--- src/rtl/pattern_tx_if.sv ---
// Parallel frame-request channel between a word source and pattern_tx.
// The source drives the request fields; the transmitter returns load_ready.
interface pattern_tx_if #(
    parameter int WIDTH = 8,
    parameter int LENW  = $clog2(WIDTH + 1)
);
    logic             load_valid;
    logic             load_ready;
    logic [WIDTH-1:0] load_data;
    logic [LENW-1:0]  load_len;
    logic [3:0]       load_rep;

    modport master (
        output load_valid, load_data, load_len, load_rep,
        input  load_ready
    );

    modport slave (
        input  load_valid, load_data, load_len, load_rep,
        output load_ready
    );
endinterface

--- src/rtl/pattern_tx.sv ---
// Serial transmitter: "01" preamble plus up to WIDTH data bits MSB first,
// optionally repeated; the line idles high between frames.
module pattern_tx #(
    parameter int WIDTH = 8,
    parameter int LENW  = $clog2(WIDTH + 1)
) (
    input  logic         clk,
    input  logic         reset,
    pattern_tx_if.slave  load,
    output logic         a,
    output logic         busy,
    output logic         done
);

    typedef enum logic [2:0] {
        IDLE = 3'd0,
        PRE0 = 3'd1,
        PRE1 = 3'd2,
        DATA = 3'd3,
        GAP  = 3'd4
    } state_t;

    state_t           r_state;
    state_t           w_state_next;
    logic [WIDTH-1:0] r_shreg;
    logic [WIDTH-1:0] r_shadow_data;
    logic [LENW-1:0]  r_len;
    logic [LENW-1:0]  r_shadow_len;
    logic [LENW-1:0]  r_bit_cnt;
    logic [3:0]       r_rep_cnt;
    logic             w_accept;
    logic [LENW-1:0]  w_len_clamped;

    assign w_accept      = load.load_valid && (r_state == IDLE);
    assign w_len_clamped = (load.load_len > LENW'(WIDTH)) ? LENW'(WIDTH) : load.load_len;
    assign load.load_ready = (r_state == IDLE);

    always_ff @(posedge clk or posedge reset) begin
        if (reset) begin
            r_state <= IDLE;
        end else begin
            r_state <= w_state_next;
        end
    end

    always_comb begin
        w_state_next = r_state;
        a            = 1'b1;
        busy         = 1'b1;
        done         = 1'b0;
        case (r_state)
            IDLE: begin
                busy = 1'b0;
                if (w_accept) w_state_next = PRE0;
            end
            PRE0: begin
                a            = 1'b0;
                w_state_next = PRE1;
            end
            PRE1: begin
                w_state_next = (r_len != '0) ? DATA : GAP;
            end
            DATA: begin
                a = r_shreg[WIDTH-1];
                if (r_bit_cnt == LENW'(1)) w_state_next = GAP;
            end
            GAP: begin
                done         = (r_rep_cnt == '0);
                w_state_next = (r_rep_cnt != '0) ? PRE0 : IDLE;
            end
            default: begin
                busy         = 1'b0;
                w_state_next = IDLE;
            end
        endcase
    end

    // Shadow copies let each repetition replay the frame captured at accept.
    always_ff @(posedge clk or posedge reset) begin
        if (reset) begin
            r_shreg       <= '0;
            r_shadow_data <= '0;
            r_len         <= '0;
            r_shadow_len  <= '0;
            r_bit_cnt     <= '0;
            r_rep_cnt     <= '0;
        end else begin
            case (r_state)
                IDLE: begin
                    if (w_accept) begin
                        r_shreg       <= load.load_data;
                        r_shadow_data <= load.load_data;
                        r_len         <= w_len_clamped;
                        r_shadow_len  <= w_len_clamped;
                        r_rep_cnt     <= load.load_rep;
                    end
                end
                PRE1: begin
                    r_bit_cnt <= r_len;
                end
                DATA: begin
                    r_shreg   <= r_shreg << 1;
                    r_bit_cnt <= r_bit_cnt - LENW'(1);
                end
                GAP: begin
                    if (r_rep_cnt != '0) begin
                        r_rep_cnt <= r_rep_cnt - 4'd1;
                        r_shreg   <= r_shadow_data;
                        r_len     <= r_shadow_len;
                    end
                end
                default: begin
                end
            endcase
        end
    end

endmodule

--- src/flat_wrapper.sv ---
// flat-port wrapper written by rule: the top's interface ports become plain ports
module pattern_tx_flat 
#(
    parameter int WIDTH = 8,
    parameter int LENW  = $clog2(WIDTH + 1)
)
  (clk, reset, a, busy, done, load_load_valid, load_load_data, load_load_len, load_load_rep, load_load_ready);
  pattern_tx_if #(.WIDTH(WIDTH), .LENW(LENW)) load_i ();
  input  logic clk;
  input  logic reset;
  output logic a;
  output logic busy;
  output logic done;
  input wire logic [$bits(load_i.load_valid)-1:0] load_load_valid;
  input wire logic [$bits(load_i.load_data)-1:0] load_load_data;
  input wire logic [$bits(load_i.load_len)-1:0] load_load_len;
  input wire logic [$bits(load_i.load_rep)-1:0] load_load_rep;
  output wire logic [$bits(load_i.load_ready)-1:0] load_load_ready;
  assign load_i.load_valid = load_load_valid;
  assign load_i.load_data = load_load_data;
  assign load_i.load_len = load_load_len;
  assign load_i.load_rep = load_load_rep;
  assign load_load_ready = load_i.load_ready;
  pattern_tx #(.WIDTH(WIDTH), .LENW(LENW)) u_core (.clk(clk), .reset(reset), .load(load_i), .a(a), .busy(busy), .done(done));
endmodule
--- config.mk ---
export PLATFORM = sky130hd
export DESIGN_NAME = pattern_tx_flat
export DESIGN_NICKNAME = d
export VERILOG_FILES = /design/src/rtl/pattern_tx_if.sv /design/src/rtl/pattern_tx.sv /design/src/flat_wrapper.sv
export SDC_FILE = /design/constraint.sdc
export NUM_CORES = 1
export LEC_CHECK = 0
export CORE_UTILIZATION = 30
export CTS_CLUSTER_DIAMETER = 120
export DETAILED_ROUTE_END_ITERATION = 8
export PLACE_DENSITY = 0.55
export SYNTH_ARGS = -nofsm -noshare
export SYNTH_HDL_FRONTEND = slang
export SYNTH_SLANG_ARGS = --single-unit
--- constraint.sdc ---
create_clock -name clk -period 5.5 [get_ports clk]
set_input_delay 1.1 -clock clk [delete_from_list [all_inputs] [get_ports clk]]
set_output_delay 1.1 -clock clk [all_outputs]
set_load 0.02 [all_outputs]
Word level (Yosys, flattened, before mapping):

Cells that the tools add are included.

* register bits: 35
* bits of input ports: 19
* output and inout port bits: 4
* logic and storage cells: 50

* add/sub/neg operators: 2
* $lt $le $gt $ge: 1
* equal/unequal tests: 8
* multiplexer cells: 19
* reduce and logical (&&, ||, !) cells: 13

Operators with widths (number)
* $pmux 4 s2: 3
* $pmux 8 s3: 1
* $mux 4: 5
* $mux 8: 2
* $pmux 3 s5: 1
* $mux 3: 3
* $reduce_bool 4->1: 2
* $sub 4x1->4 const B: 2
* $eq 3x2->1 const B: 2
* $ne 2x1->1 const B: 3
* $reduce_and 3->1: 2
* $eq 4x1->1 const B: 1
* $gt 4x4->1 const B: 1
* $logic_not 4->1: 1
* $reduce_and 2->1: 2
* $reduce_bool 2->1: 2
* $reduce_or 4->1: 1
* $eq 3x1->1 const B: 1
* $eq 3x3->1 const B: 1
* $logic_not 3->1: 1
* $mux 1: 3
* $reduce_bool 3->1: 1
* $pmux 1 s2: 1
* $logic_and 1x1->1: 1

Longest topological paths before layout:

* depth in word-level cells: 4
* gate-level depth with buffers: 7
* mapped depth without buffers: 6

Worst setup path after synthesis:

Ideal clock, no wire load.

* path kind: reg2out
* start: register u_core.r_rep_cnt[0]
* end: output done
* arrival: 1.441 ns
* required time: 4.400 ns
* slack: 2.959 ns
* cell stages (with the launch flop): 5
* path buffers: 0
* path through: dfrtp_1 -> inv_1 -> ha_1 -> or3b_2 -> nor2_1

* word-level cells in the longest chain between the ends: 2

RTL lines
* start, declared: RTL line pattern_tx.sv:30 `logic [3:0] r_rep_cnt;`
* start signal, assigned: RTL line pattern_tx.sv:95 `r_rep_cnt <= load.load_rep;`
* start signal, assigned: RTL line pattern_tx.sv:107 `r_rep_cnt <= r_rep_cnt - 4'd1;`
* $logic_not 4->1: RTL line pattern_tx.sv:68 `done = (r_rep_cnt == '0);`
* $mux 1: RTL line pattern_tx.sv:51 `case (r_state)`
* end, declared: RTL line flat_wrapper.sv:13 `output logic done;`

No other way between the ends.

Final worst setup path:

* start: register u_core.r_state[0]
* end: output done

* word-level cells in the longest chain between the ends: 2

RTL lines
* start, declared: RTL line pattern_tx.sv:23 `state_t r_state;`
* start signal, assigned: RTL line pattern_tx.sv:42 `r_state <= w_state_next;`
* $eq 3x3->1: RTL line pattern_tx.sv:51
* $mux 1: RTL line pattern_tx.sv:51

No other way between the ends.

==> impl_metrics.csv <==
group,metric,value,unit
status,status,"finished clean",
route,drc,0,
route,viasPerCell,5.110,
clocking,insertion_delay,0.29,ns
floorplan,rows,29,
setup_path,crit_end,"done",
route,vias,1579,
setup_path,cp-startpoint,"u_core.r_state[0]",
layout,nets,255,
global_route,gr-total-overflow,0,
route,ant_nets,0,
timing,tns,0,ns
timing,drv_slew,0,
floorplan,die_x,84.07,µm
yosys,synth_seq_cells,35,
clocking,clock_path_buffers,2,
timing,rsz0062_at_grt,"no",
layout,layout.cells.most_common_list,"dfrtp_1, nor2_1, clkdlybuf4s50_1",
layout,n_antenna_cell,0,
timing,clock.fmax,288.3,MHz
floorplan,start_util,0.3146,
layout,fillCellCount,657,
timing,setup_violations,0,
global_route,grt_max_degree,36,
layout,final_common_cell,"dfrtp_1",
route,drt_first_iter_violations,69,
yosys,synth_area,0.002021,mm²
timing,finalHoldViolCount,0,
timing,maxSlewHeadroom,0.3817,
setup_path,rr_worst_depth,4,
setup_path,worstSetupPathType,"flip-flop to output pin",
clocking,cts_tree,"done",
timing,fin_crit_sh,0.6306,
clocking,cts_setup_buffers,0,
clocking,ctsResizeCount,0,
global_route,grt_usage,0.1331,
yosys,avgSynthCellArea,9.399,µm²
timing,fin_crit,3.468,ns
setup_path,path_max_fanout,34,
clocking,clkSinkCount,35,
setup_path,critPathCaptureType,"output pin",
placed_design,dpl.hpwl,2867,µm
yosys,synth_nets,238,
yosys,synthCells,215,
global_route,grt_pass1_vias,1548,
floorplan,io_pins,23,
yosys,synth.yosys.seq_area_share,0.4334,
power_and_ir_drop,peakVddDrop,0.2705,mV
timing,finClkSkew,0.007957,ns
layout,drive_gt1_frac,0.1250,
clocking,cts_buffers,5,
setup_path,reg2reg_from,"u_core.r_state[2]",
layout,area_growth,17.09,%
power_and_ir_drop,powerDensity,566.2,mW/mm²
timing,worst_pin_slew,0.9275,ns
floorplan,dieArea,0.007068,mm²
placed_design,portBuffers,22,
yosys,ys_types,43,
floorplan,core_area,0.006422,mm²
setup_path,cp.arrival,2.37,ns
yosys,synth_edf_count,0,
route,totalWireLength,4161,µm
global_route,grt_pass1_wl,7500,µm
clocking,hold_buffers,0,
clocking,htree_levels,2,
placed_design,finalWeightedCongestion,0.8213,
yosys,async_flop_share,1.000,
power_and_ir_drop,power,0.001340,W
global_route,antenna_found_initial,0,
job,maxCapViolCount,0,
hold_path,min_path_type,"flip-flop to flip-flop",
setup_path,regToRegSetupSlack,2.94,ns
power_and_ir_drop,p_leak,0.9452,nW
floorplan,die_h,84.07,µm
setup_path,critPathRequiredTime,4.40,ns
clocking,cts_root_buf,"clkbuf_8",
clocking,clk_pin_slew,0.07,ns
yosys,yosys_warnings,0,
setup_path,regToRegEndpoint,"u_core.r_shreg[3]",
setup_path,critPathLaunchType,"flip-flop",
route,first_pass_iters,4,
route,drt-wirelength-per-cell,13.47,µm
yosys,ys.flop_type,"dfrtp_1",
-- power breakdown --
group / total, W / internal (W) / switching, W
Combinational: 0.000584 / 0.000295 / 0.000288
Clock: 0.000224 / 0.000133 / 0.0000907
Sequential: 0.000532 / 0.000388 / 0.000144
-- routing by layer --
layer,track usage,part of all wire,up-vias
li1,-,-,798
met1,0.1865,0.48,742
met2,0.2004,0.47,33
met3,0.02671,0.031,6
met4,0.05329,0.014,0
met5,0,0,-
-- critical path, stage by stage (launching register included) --
cell and delay (ns):
dfrtp_1 0.73, nor2_1 0.43, nand2_1 0.16, nor2_1 0.14
clkdlybuf4s50_1 0.62
-- cell type report --
type	count	area (µm²)	share of cell area
tap	77	96.34	0.04072
timing repair buffer	23	227.7	0.09625
multi-input combinational	157	1026	0.4336
clock buffer	6	72.57	0.03067
clock inverter	1	30.03	0.01269
sequential	35	875.8	0.3702
inverter	10	37.54	0.01586
-- Yosys cell counts, drive strengths merged (2+ instances only) --
cell,number,area [µm²]
nand2b,11,68.82
ha,4,50.05
o21ai,14,70.07
or3,6,37.54
dfrtp,35,875.8
o22ai,7,43.79
a31oi,3,25.02
inv,9,33.78
o32ai,2,17.52
buf,12,77.57
nand3,2,10.01
o22a,2,17.52
nor3b,2,20.02
nor2,24,92.59
nor3,4,20.02
a21oi,20,100.1
nor4,2,12.51
a211oi,6,45.04
a311oi,2,35.04
mux2,16,187.7
a21o,2,15.01
nand2,16,60.06
-- registers in the layout, summed over array words and instances (netlist names) --
signal and cells:
u_core.r_state 3, u_core.r_shadow_data 8, u_core.r_bit_cnt 4, u_core.r_len 4
u_core.r_shadow_len 4, u_core.r_shreg 8, u_core.r_rep_cnt 4
-- how the worst min path moves through the flow --
stage / startpoint / to / slack (ns) / cells after the start
2_1_floorplan: u_core.r_shadow_len[0] / u_core.r_shadow_len[0] / 0.45 / 2
3_3_place_gp: u_core.r_shadow_len[1] / u_core.r_shadow_len[1] / 0.47 / 2
3_5_place_dp: u_core.r_shadow_len[1] / u_core.r_shadow_len[1] / 0.47 / 2
4_1_cts: u_core.r_shadow_len[1] / u_core.r_shadow_len[1] / 0.49 / 2
5_1_grt: u_core.r_shadow_len[1] / u_core.r_shadow_len[1] / 0.53 / 2
6_report: u_core.r_shadow_len[1] / u_core.r_shadow_len[1] / 0.48 / 2
-- kinds of logic (layout without fill, tap and decap cells) --
family | Yosys count | after routing | synth area share
and+or+nand+nor | 71 | 71 | 0.1740
DFF | 35 | 35 | 0.4334
buffers and inverters | 23 | 40 | 0.05882
muxes | 17 | 17 | 0.09783
adders and majority gates | 4 | 4 | 0.02477
xor gates and xnor gates | 1 | 1 | 0.004335
AOI/OAI and AO/OA | 64 | 64 | 0.2068
-- per-stage QoR --
step | instance area [µm²] | instances | setup WS (ns) | util | hold WS (ns)
after floorplan | 2021 | 215 | 2.959 | - | 0.4502
after global placement | 2263 | 302 | 2.361 | 0.3524 | 0.4657
after detailed placement | 2263 | 302 | 2.342 | 0.3524 | 0.4744
after CTS | 2366 | 309 | 2.004 | 0.3684 | 0.4909
after global routing | 2366 | 309 | 1.715 | 0.3684 | 0.5261
final | 2366 | 309 | 2.032 | 0.3684 | 0.4843
(Power assumes the default switching activity.)
